### src/rtl/lsu_if.sv
// CPU request/response and word-RAM signals of the load/store unit.
// The slave modport is the LSU side; the master modport is the CPU and RAM side.
interface lsu_if;
  logic        req_valid;
  logic        req_ready;
  logic        req_we;
  logic [1:0]  req_size;
  logic        req_signed;
  logic [31:0] req_addr;
  logic [31:0] req_wdata;
  logic        rsp_valid;
  logic [31:0] rsp_rdata;
  logic        rsp_err;
  logic        mem_we;
  logic [31:0] mem_addr;
  logic [31:0] mem_wdata;
  logic [31:0] mem_rdata;

  modport slave (
    input  req_valid, req_we, req_size, req_signed, req_addr, req_wdata, mem_rdata,
    output req_ready, rsp_valid, rsp_rdata, rsp_err, mem_we, mem_addr, mem_wdata
  );

  modport master (
    output req_valid, req_we, req_size, req_signed, req_addr, req_wdata, mem_rdata,
    input  req_ready, rsp_valid, rsp_rdata, rsp_err, mem_we, mem_addr, mem_wdata
  );
endinterface

### src/rtl/lsu.sv
// Load/store unit: byte/half/word accesses to a 32-bit word RAM with sub-word
// read-modify-write, sign/zero extension and misalignment detection.
module lsu (
  input  logic clk,
  input  logic reset,
  lsu_if.slave bus
);

  typedef enum logic [2:0] {
    S_IDLE   = 3'd0,
    S_LOAD   = 3'd1,
    S_RMW_RD = 3'd2,
    S_STORE  = 3'd3,
    S_RESP   = 3'd4
  } state_e;

  state_e      state_q, state_d;
  logic        we_q, we_d;
  logic [1:0]  size_q, size_d;
  logic        signed_q, signed_d;
  logic [31:0] addr_q, addr_d;
  logic [31:0] wdata_q, wdata_d;
  logic [31:0] merge_q, merge_d;
  logic [31:0] rdata_q, rdata_d;
  logic        err_q, err_d;
  logic        access_s;
  logic [31:0] store_word_s;

  function automatic logic misaligned(input logic [1:0] size, input logic [1:0] lo);
    logic bad;
    case (size)
      2'b00:   bad = 1'b0;
      2'b01:   bad = lo[0];
      2'b10:   bad = (lo != 2'b00);
      default: bad = 1'b1;
    endcase
    return bad;
  endfunction

  // Little-endian lane pick followed by sign or zero extension.
  function automatic logic [31:0] load_extract(input logic [31:0] w, input logic [1:0] size,
                                               input logic [1:0] lane, input logic sgn);
    logic [7:0]  b;
    logic [15:0] h;
    logic [31:0] r;
    b = w[{lane, 3'b000} +: 8];
    h = w[{lane[1], 4'b0000} +: 16];
    case (size)
      2'b00:   r = {{24{sgn & b[7]}}, b};
      2'b01:   r = {{16{sgn & h[15]}}, h};
      default: r = w;
    endcase
    return r;
  endfunction

  function automatic logic [31:0] store_merge(input logic [31:0] old, input logic [31:0] wd,
                                              input logic [1:0] size, input logic [1:0] lane);
    logic [31:0] r;
    r = old;
    case (size)
      2'b00:   r[{lane, 3'b000} +: 8] = wd[7:0];
      2'b01:   r[{lane[1], 4'b0000} +: 16] = wd[15:0];
      default: r = wd;
    endcase
    return r;
  endfunction

  // Next-state and datapath register updates.
  always_comb begin
    state_d  = state_q;
    we_d     = we_q;
    size_d   = size_q;
    signed_d = signed_q;
    addr_d   = addr_q;
    wdata_d  = wdata_q;
    merge_d  = merge_q;
    rdata_d  = rdata_q;
    err_d    = err_q;
    case (state_q)
      S_IDLE: begin
        if (bus.req_valid) begin
          we_d     = bus.req_we;
          size_d   = bus.req_size;
          signed_d = bus.req_signed;
          addr_d   = bus.req_addr;
          wdata_d  = bus.req_wdata;
          rdata_d  = 32'd0;
          err_d    = misaligned(bus.req_size, bus.req_addr[1:0]);
          if (misaligned(bus.req_size, bus.req_addr[1:0])) begin
            state_d = S_RESP;
          end else if (!bus.req_we) begin
            state_d = S_LOAD;
          end else if (bus.req_size == 2'b10) begin
            state_d = S_STORE;
          end else begin
            state_d = S_RMW_RD;
          end
        end else begin
          state_d = S_IDLE;
        end
      end
      S_LOAD: begin
        rdata_d = load_extract(bus.mem_rdata, size_q, addr_q[1:0], signed_q);
        state_d = S_RESP;
      end
      S_RMW_RD: begin
        merge_d = bus.mem_rdata;
        state_d = S_STORE;
      end
      S_STORE: begin
        state_d = S_RESP;
      end
      S_RESP: begin
        rdata_d = 32'd0;
        err_d   = 1'b0;
        state_d = S_IDLE;
      end
      default: begin
        rdata_d = 32'd0;
        err_d   = 1'b0;
        state_d = S_IDLE;
      end
    endcase
  end

  // State and datapath registers with synchronous active-low reset.
  always_ff @(posedge clk) begin
    if (!reset) begin
      state_q  <= S_IDLE;
      we_q     <= 1'b0;
      size_q   <= 2'b00;
      signed_q <= 1'b0;
      addr_q   <= 32'd0;
      wdata_q  <= 32'd0;
      merge_q  <= 32'd0;
      rdata_q  <= 32'd0;
      err_q    <= 1'b0;
    end else begin
      state_q  <= state_d;
      we_q     <= we_d;
      size_q   <= size_d;
      signed_q <= signed_d;
      addr_q   <= addr_d;
      wdata_q  <= wdata_d;
      merge_q  <= merge_d;
      rdata_q  <= rdata_d;
      err_q    <= err_d;
    end
  end

  // Outputs are gated by reset so an edge with reset low can never write the RAM.
  always_comb begin
    access_s     = (state_q == S_LOAD) || (state_q == S_RMW_RD) || (state_q == S_STORE);
    store_word_s = (size_q == 2'b10) ? wdata_q : store_merge(merge_q, wdata_q, size_q, addr_q[1:0]);
    bus.req_ready = reset && (state_q == S_IDLE);
    bus.rsp_valid = reset && (state_q == S_RESP);
    bus.rsp_rdata = reset ? rdata_q : 32'd0;
    bus.rsp_err   = reset && err_q;
    bus.mem_we    = reset && (state_q == S_STORE) && we_q;
    bus.mem_addr  = (reset && access_s) ? {2'b00, addr_q[31:2]} : 32'd0;
    bus.mem_wdata = (reset && (state_q == S_STORE)) ? store_word_s : 32'd0;
  end

endmodule

### src/flat_wrapper.sv
// flat-port wrapper written by rule: the top's interface ports become plain ports
module lsu_flat 
  (clk, reset, bus_req_valid, bus_req_we, bus_req_size, bus_req_signed, bus_req_addr, bus_req_wdata, bus_mem_rdata, bus_req_ready, bus_rsp_valid, bus_rsp_rdata, bus_rsp_err, bus_mem_we, bus_mem_addr, bus_mem_wdata);
  lsu_if bus_i ();
  input  logic clk;
  input  logic reset;
  input wire logic [$bits(bus_i.req_valid)-1:0] bus_req_valid;
  input wire logic [$bits(bus_i.req_we)-1:0] bus_req_we;
  input wire logic [$bits(bus_i.req_size)-1:0] bus_req_size;
  input wire logic [$bits(bus_i.req_signed)-1:0] bus_req_signed;
  input wire logic [$bits(bus_i.req_addr)-1:0] bus_req_addr;
  input wire logic [$bits(bus_i.req_wdata)-1:0] bus_req_wdata;
  input wire logic [$bits(bus_i.mem_rdata)-1:0] bus_mem_rdata;
  output wire logic [$bits(bus_i.req_ready)-1:0] bus_req_ready;
  output wire logic [$bits(bus_i.rsp_valid)-1:0] bus_rsp_valid;
  output wire logic [$bits(bus_i.rsp_rdata)-1:0] bus_rsp_rdata;
  output wire logic [$bits(bus_i.rsp_err)-1:0] bus_rsp_err;
  output wire logic [$bits(bus_i.mem_we)-1:0] bus_mem_we;
  output wire logic [$bits(bus_i.mem_addr)-1:0] bus_mem_addr;
  output wire logic [$bits(bus_i.mem_wdata)-1:0] bus_mem_wdata;
  assign bus_i.req_valid = bus_req_valid;
  assign bus_i.req_we = bus_req_we;
  assign bus_i.req_size = bus_req_size;
  assign bus_i.req_signed = bus_req_signed;
  assign bus_i.req_addr = bus_req_addr;
  assign bus_i.req_wdata = bus_req_wdata;
  assign bus_i.mem_rdata = bus_mem_rdata;
  assign bus_req_ready = bus_i.req_ready;
  assign bus_rsp_valid = bus_i.rsp_valid;
  assign bus_rsp_rdata = bus_i.rsp_rdata;
  assign bus_rsp_err = bus_i.rsp_err;
  assign bus_mem_we = bus_i.mem_we;
  assign bus_mem_addr = bus_i.mem_addr;
  assign bus_mem_wdata = bus_i.mem_wdata;
  lsu u_core (.clk(clk), .reset(reset), .bus(bus_i));
endmodule
### config.mk
export PLATFORM = sky130hd
export DESIGN_NAME = lsu_flat
export DESIGN_NICKNAME = d
export VERILOG_FILES = /design/src/rtl/lsu_if.sv /design/src/rtl/lsu.sv /design/src/flat_wrapper.sv
export SDC_FILE = /design/constraint.sdc
export NUM_CORES = 1
export LEC_CHECK = 0
export BUFFER_PORTS_ARGS = -buffer_cell sky130_fd_sc_hd__buf_4
export CAP_MARGIN = 20
export CORE_MARGIN = 1.5
export CORE_UTILIZATION = 25
export CTS_CLUSTER_SIZE = 28
export DETAILED_ROUTE_END_ITERATION = 16
export PLACE_DENSITY_LB_ADDON = 0.2
export SETUP_SLACK_MARGIN = 0.02
export SYNTH_ARGS = -nofsm -noshare
export SYNTH_HDL_FRONTEND = slang
export SYNTH_SLANG_ARGS = --single-unit
export TNS_END_PERCENT = 30
### constraint.sdc
create_clock -name clk -period 2.4 [get_ports clk]
set_clock_uncertainty 0.15 [all_clocks]
set_input_delay 0.24 -clock clk [delete_from_list [all_inputs] [get_ports clk]]
set_output_delay 0.24 -clock clk [all_outputs]
set_load 0.01 [all_outputs]
# Word-level counts from Yosys, hierarchy flattened
# Cells that the tools add are included.
# W data, S select, Z words.
[totals]
ff_bits = 136
out_inout_bits = 100
input_bits = 103
[classes]
reduce_logical = 18
bitwise = 4
eq_ne = 9
muxes = 19
n_addsub = 2
shift = 6
[op_table]
columns = ["operator", "n"]
rows = [
  ["$mux W32", 4],
  ["$pmux W32 S2", 2],
  ["$pmux W32 S3", 1],
  ["$bwmux W32", 2],
  ["$shift A16 B7 Y32 const A", 1],
  ["$shift A8 B7 Y32 const A", 1],
  ["$shiftx A16 B7 Y32", 1],
  ["$shiftx A32 B6 Y16", 1],
  ["$shiftx A32 B6 Y8", 1],
  ["$shiftx A8 B7 Y32", 1],
  ["$mux W30", 1],
  ["$neg A5 Y7", 2],
  ["$mux W3", 3],
  ["$pmux W3 S3", 1],
  ["$eq A3 B2 Y1 const B", 2],
  ["$logic_and A1 B1 Y1", 6],
  ["$reduce_and A2 Y1", 3],
  ["$eq A2 B1 Y1 const B", 2],
  ["$eq A2 B2 Y1 const B", 2],
  ["$logic_not A2 Y1", 2],
  ["$reduce_or A2 Y1", 2],
  ["$eq A3 B1 Y1 const B", 1],
  ["$eq A3 B3 Y1 const B", 1],
  ["$logic_not A3 Y1", 1],
  ["other kinds (9)", 14],
]

# Logic depth before layout (Yosys ltp)
# Gate-level depths: netlist of the first run.
[depth]
word_depth = 7
ltp_mapped = 9
mapped_depth_nobuf = 6

# Least setup slack after synthesis of the first run
# Ideal clock, no wire load.
[synth_timing]
path_kind = "register -> output"
from = "register u_core.addr_q[1]"
to = "output bus_mem_wdata[24]"
n_path_buf = 2
slack_ps = -175
t_arrival_ps = 2185
stages_incl_launch_ff = 9
required_ps = 2010
cell_sequence = "dfxtp_1 buf_6 buf_2 inv_1 ha_1 or4b_1 nor2_1 nand2_1 a21oi_1"
[synth_via]
elab_chain_cells = 6
[synth_lines]
columns = ["element", "line_no", "text"]
rows = [
  ["from (decl)", "lsu.sv:21", "logic [31:0] addr_q, addr_d;"],
  ["from (signal assigned)", "lsu.sv:143", "addr_q <= addr_d;"],
  ["$neg A5 Y7, on equally long branches", "lsu.sv:62, lsu.sv:61", ""],
  ["$shiftx A16 B7 Y32 (tied with other cells)", "lsu.sv:62", "2'b01: r[{lane[1], 4'b0000} +: 16] = wd[15:0];"],
  ["$bwmux W32, on equally long branches", "lsu.sv:62, lsu.sv:61", ""],
  ["$pmux W32 S2 (*)", "lsu.sv:60", "case (size)"],
  ["$mux W32 (*)", "lsu.sv:154", "store_word_s = (size_q == 2'b10) ? wdata_q : store_merge(merge_q, wdata_q, size_q, addr_q[1:0]);"],
  ["$mux W32 (*)", "lsu.sv:161", "bus.mem_wdata = (reset && (state_q == S_STORE)) ? store_word_s : 32'd0;"],
  ["to (decl)", "flat_wrapper.sv:20", "output wire logic [$bits(bus_i.mem_wdata)-1:0] bus_mem_wdata;"],
]
# Every way passes the cells marked *; elsewhere a longest branch is shown, timed or not.

# Final worst setup path of the first run
[layout_timing]
from = "register u_core.addr_q[1]"
to = "output bus_mem_wdata[26]"
# The elaborated chain is that of the path after synthesis.

==> results.cfg, run 1 <==
[timing]
tns_ns = -3.21
relSlewSlack = 0.401
max_freq_mhz = 375
min_period_ns = 2.66
hold_viol = 0
period_share = 1.11
setup_viol = 24
grt_setup_unrepaired = yes
hold_ws_ns = 0.0130
tightest_slew_ns = 0.898
final-max-slew-violation-count = 0
timing.final.ws_setup_ns = -0.265

[yosys]
synth_area_per_cell_sq_um = 7.95
ys.flop_type = dfxtp_1
ys_ff_latch = 136
syn_area_sq_mm = 0.00724
netlist_top_cells_area = dfxtp_1, nand2_1, a21boi_1
yosys.area.top_type_share = 0.376
synth_edf_count = 0
async_flop_share = 0
yosys.area.top_type = dfxtp_1
seq_area_frac_synth = 0.376
synthCells = 911
yosys_warnings = 0
synth_cell_types = 56

[clock_network]
cts.clk_slew.worst_paths_ns = 0.07
insertion_delay_ns = 0.42
ctsHtreeMaxLevel = 4
cts_buffers = 17
clock-sinks = 136
clockBufferDepth = 2
cts_tree = yes
cts_root_buf = clkbuf_16

[route]
dr.pass1.iters = 7
ant_nets = 0
wl_um = 28900
routed_via_density = 4.79
vias = 7673
first_iter_violations = 560
wl_per_cell_um = 18.0
drcViolationCount = 0

[placed_design]
port-buffer-count = 200
dp_hpwl_um = 20200
pre_cts_slack_ns = 0.0115
place_congestion = 0.823

[layout]
drive_gt1_frac = 0.287
antenna_cells = 0
n_fill_cell = 2972
syn_to_final_growth_pct = 52.6
nNetsFinal = 1312
regArea_sq_mm = 0.00273
multi_input_area_sq_mm = 0.00416

[die]
initial_core_util = 0.253
io_pins = 203
core_area_sq_mm = 0.0286
die-area_sq_mm = 0.0300
die_w_um = 173
die_y_um = 173
rows = 62

[status]
status = complete, but fails checks
violations = negative setup slack

[setup_path]
cp-end-kind = output port
rr_endpoint = u_core.rdata_q[16]
r2r_cells = 5
path_class = reg -> out
crit_required_ns = 2.01
path_max_fanout = 7
arrival_ns = 2.27
start_kind = flop
critPathCapture = bus_mem_wdata[26]
worstSetupStartpoint = u_core.addr_q[1]
r2r-start = u_core.addr_q[1]
r2r_slack_ns = 0.22

[grt]
grt_pass1_wl_um = 44100
antenna_found_initial = 0
grt_max_degree = 93
overflow = 0
grt_pass1_vias = 7521
grtUsageTotal = 0.191

[power_and_ir_drop]
finalPower_mw = 6.35
p_leak_nw = 4.71
p_comb_frac = 0.201
clkPwrFrac = 0.405
pwr-share-seq = 0.394
ir_worst_vdd_mv = 0.414
switching_power_mw = 1.91
p_int_mw = 4.44
power_density_mw_per_mm2 = 575
switching_share = 0.301

[min_path]
hold_path_class = in -> reg

[flow_run]
cap_viol_max_count = 0
==> timing repair <==
action	in CTS	in global routing
hold endpoints to repair	120	0
hold buffers	99	0
gates resized for setup	28	21
pin swaps	6	18
endpoints found under the setup margin	32	33
setup buffers	4	1
==> layout by cell type, fill, tap and decap left out, drive strengths merged, types with 2 or more instances in the layout <==
master       synthesis  final
a221o                8      8
conb                 1      2
o211ai              15     15
or3                  4      4
and4                 2      2
nand3b               2      2
and3                 2      2
nor2                13     13
clkbuf              44     19
o21ai               34     34
nor3                10     10
mux2i               16     16
dfxtp              136    136
o22ai               34     34
clkinv               0      6
a32o                 8      8
nand2b               5      5
a21boi             101    101
mux2                12     12
nand3                4      4
nand2              273    273
and2                34     34
ha                   5      5
a222oi              10     10
dlygate4sd3          0     99
inv                 41     44
a221oi              21     21
buf                 31    249
clkinvlp             0      3
a21oi               20     20
a211oi               9      9
==> layer usage <==
layer  GRT usage  share of wire  up-vias
li1            -              -     3748
met1       0.252           0.46     3640
met2       0.314           0.47      263
met3      0.0398          0.060       22
met4      0.0522          0.016        0
met5           0              0        -
==> worst max-delay path, stage by stage (launching register included) <==
cell,delay [ns]
dfxtp_2,0.35
inv_2,0.06
buf_6,0.13
ha_4,0.16
or4b_4,0.50
nor2_4,0.13
buf_12,0.16
nand2_1,0.07
a21oi_2,0.15
buf_4,0.13
==> cells by family (layout without fill, tap and decap cells) <==
kind of cell | count (synthesis) | in the layout | synth area share
compound gates | 269 | 269 | 0.283
fa+ha+maj | 5 | 5 | 0.00864
buf+inv | 116 | 421 | 0.0774
flops | 136 | 136 | 0.376
mux | 28 | 28 | 0.0413
other cells | 1 | 2 | 0.000518
simple gates | 356 | 356 | 0.213
==> sequential cells by signal, indices dropped and copies added, names as in the netlist <==
register,count
u_core.state_q,3
u_core.rdata_q,32
u_core.err_q,1
u_core.addr_q,32
u_core.signed_q,1
u_core.merge_q,32
u_core.size_q,2
u_core.we_q,1
u_core.wdata_q,32
==> worst min path at each step <==
stage / startpoint / end / depth (start not counted)
finish: bus_mem_rdata[14] / u_core.merge_q[14] / 3
global route: bus_req_addr[1] / u_core.addr_q[1] / 3
CTS: bus_mem_rdata[14] / u_core.rdata_q[14] / 3
detailed placement: u_core.addr_q[9] / u_core.addr_q[9] / 2
global placement: u_core.addr_q[18] / u_core.addr_q[18] / 2
floorplan: bus_mem_rdata[21] / u_core.rdata_q[21] / 2
==> power groups by stage <==
| stage | clock (mW) | sequential (mW) | combinational [mW] |
|---|---|---|---|
| after floorplan | 0 | 2.49 | 0.687 |
| after global placement | 0 | 2.54 | 1.09 |
| after detailed placement | 0 | 2.55 | 1.10 |
| after CTS | 2.63 | 2.50 | 1.26 |
| after global routing | 2.72 | 2.52 | 1.39 |
| final | 2.57 | 2.50 | 1.28 |
==> cell usage after synthesis, types with 2 or more instances <==
library cell  count
a21oi_1          19
buf_2            12
nand2b_1          5
o21ai_0          34
and2_1           34
and3_1            2
o211ai_2         10
a21boi_0         33
clkbuf_1         43
nand2_1         273
ha_1              5
buf_1             2
a32o_1            8
buf_4             5
and4_1            2
dfxtp_1         136
nor2_1           12
mux2_2           11
a221oi_1         21
nand3_1           4
nand3b_1          2
mux2i_1          16
a221o_1           8
a222oi_1         10
nor3_1           10
inv_1            40
buf_6            12
or3_1             3
o211ai_1          5
a21boi_1         67
o22ai_1          34
a211oi_1          9
==> final cells by class <==
class                           count  area share
Multi-Input combinational cell    660       0.377
Clock inverter                     13      0.0109
Inverter                           41      0.0139
Timing Repair Buffer              348       0.268
Sequential cell                   136       0.247
Clock buffer                       19      0.0401
Tap cell                          384      0.0435
==> through the flow <==
step	utilization	cell area, sq um	instances
3_3_place_gp	0.323	9250	1465
5_1_grt	0.386	11000	1601
3_5_place_dp	0.323	9250	1465
4_1_cts	0.383	11000	1600
2_1_floorplan	-	7290	912
6_report	0.386	11000	1601
(Power assumes the default switching activity.)
==> run 2, diff against run 1 <==
--- a/config.mk
+++ b/config.mk
@@ -12,7 +12,8 @@
 export CTS_CLUSTER_SIZE = 28
 export DETAILED_ROUTE_END_ITERATION = 16
 export PLACE_DENSITY_LB_ADDON = 0.2
-export SETUP_SLACK_MARGIN = 0.02
+export RECOVER_POWER = 50
+export SETUP_SLACK_MARGIN = 0.3
 export SYNTH_ARGS = -nofsm -noshare
 export SYNTH_HDL_FRONTEND = slang
 export SYNTH_SLANG_ARGS = --single-unit
==> constraint.sdc (replaced) <==
create_clock -name clk -period 2.8 [get_ports clk]
set_clock_uncertainty 0.15 [all_clocks]
set_input_delay 0.28 -clock clk [delete_from_list [all_inputs] [get_ports clk]]
set_output_delay 0.28 -clock clk [all_outputs]
set_load 0.01 [all_outputs]
==> run 2 against run 1 <==
Sequential share of layout area grew 0.82 points. Critical path depth shrank 1. The flow finishes with violations (max-capacitance violations, max-slew violations). Wire length grew 1.1%. Utilization shrank 1.2 points. Cell area shrank 3.1%. Largest power group unchanged. Die area is the same.
==> results.cfg, run 2 (synthesized netlist as in run 1, its figures left out) <==
[placed_design]
place_congestion = 0.802
pre_cts_slack_ns = 0.225
dp_hpwl_um = 19900
port-buffer-count = 200

[die]
die_y_um = 173
core_area_sq_mm = 0.0286
io_pins = 203
die_w_um = 173
die-area_sq_mm = 0.0300
rows = 62
initial_core_util = 0.253

[grt]
met3_usage = 0.0497
grt_busiest_layer = met2
grt_max_degree = 71
grt_pass1_wl_um = 43500
antenna_found_initial = 0
grtUsageTotal = 0.188
grt_use_met1 = 0.244
grt_util_met2 = 0.305
overflow = 0
grt_pass1_vias = 7356

[timing]
final-max-slew-violation-count = 9
period_share = 0.972
relSlewSlack = -0.0504
timing.final.ws_setup_ns = 0.0792
hold_viol = 0
max_freq_mhz = 368
setup_viol = 0
grt_setup_unrepaired = yes
min_period_ns = 2.72
tightest_slew_ns = 1.57

[min_path]
hold_path_class = in -> reg

[clock_network]
ctsHtreeMaxLevel = 4
cts_tree = yes
cts_root_buf = clkbuf_16
cts_buffers = 17
cts.clk_slew.worst_paths_ns = 0.06
clockBufferDepth = 2
clock-sinks = 136
insertion_delay_ns = 0.42

[route]
dr.pass1.iters = 7
wl_per_cell_um = 18.5
routed_via_density = 4.84
drcViolationCount = 0
first_iter_violations = 661
wl_um = 29200
ant_nets = 0
vias = 7626

[power_and_ir_drop]
switching_power_mw = 1.64
switching_share = 0.289
power_density_mw_per_mm2 = 528
p_leak_nw = 4.42
ir_worst_vdd_mv = 0.301
p_comb_frac = 0.185
pwr-share-seq = 0.380
clkPwrFrac = 0.435
p_int_mw = 4.02

[status]
status = complete, but fails checks
violations = max-capacitance violations, max-slew violations

[layout]
utilization = 0.374
final_cell_mix = nand2_1, buf_4, dfxtp_1
antenna_cells = 0
nNetsFinal = 1286
syn_to_final_growth_pct = 47.9
n_fill_cell = 3024
final_common_cell = nand2_1
drive_gt1_frac = 0.257

[setup_path]
crit_required_ns = 2.37
start_kind = flop
path_class = reg -> out
path_max_fanout = 5
arrival_ns = 2.29
cp-end-kind = output port

[flow_run]
cap_viol_max_count = 1
-- run 2: routing by layer --
layer | part of all wire | wire length, um
met2 | 0.47 | 13700
met5 | 0 | 0
met3 | 0.072 | 2090
met4 | 0.019 | 566
met1 | 0.44 | 12900
-- run 2: path summary, 6_finish.rpt --
| kind | start | endpoint | slack, ns | depth (start not counted) |
|---|---|---|---|---|
| min | bus_req_signed | u_core.signed_q | 0.01 | 3 |
| min reg2reg | u_core.addr_q[30] | u_core.addr_q[30] | 0.30 | 2 |
| max | u_core.addr_q[1] | bus_mem_wdata[25] | 0.08 | 8 |
| max reg2reg | u_core.state_q[1] | u_core.addr_q[1] | 0.27 | 3 |
-- run 2: stage by stage --
stage,hold WS [ns],area (sq um),TNS (ns),cells,power (mW)
floorplan,0.248,7270,0,912,2.72
global placement,0.287,9100,0,1448,3.10
detailed placement,0.292,9100,0,1448,3.11
CTS,0.000707,10700,0,1570,5.71
global route,0.0145,10700,-0.00755,1575,5.91
finish,0.0141,10700,0,1575,5.66
-- run 2: final cells by class --
type                       instances  area [sq um]  share of cell area
clock buffer                      18           429              0.0401
sequential                       136          2730               0.255
inverter                          41           159              0.0148
clock inverter                    14           196              0.0183
multi-input combinational        660          4090               0.382
timing repair buffer             322          2630               0.245
tap                              384           480              0.0449
-- run 2: worst max-delay path, cell delays in order, from the launching register on --
cell and delay [ns]:
dfxtp_4 0.39, inv_6 0.05, ha_4 0.21, or4b_4 0.53
nor2_4 0.21, buf_12 0.15, nand2_1 0.06, a21oi_2 0.14
buf_4 0.13
-- run 2: power by group through the flow --
stage / Combinational [mW] / Clock (mW) / Sequential [mW]
finish: 1.05 / 2.46 / 2.15
global route: 1.14 / 2.60 / 2.16
CTS: 1.03 / 2.53 / 2.15
detailed placement: 0.919 / 0 / 2.19
global placement: 0.914 / 0 / 2.18
floorplan: 0.585 / 0 / 2.13
-- run 2: what timing repair did --
| item | CTS | global route |
|---|---|---|
| hold buffers | 87 | 0 |
| gates cloned | 0 | 2 |
| setup endpoints to repair | 32 | 41 |
| setup buffers | 3 | 3 |
| gates resized for setup | 21 | 31 |
| hold endpoints to repair | 89 | 0 |
| pin swaps | 4 | 26 |
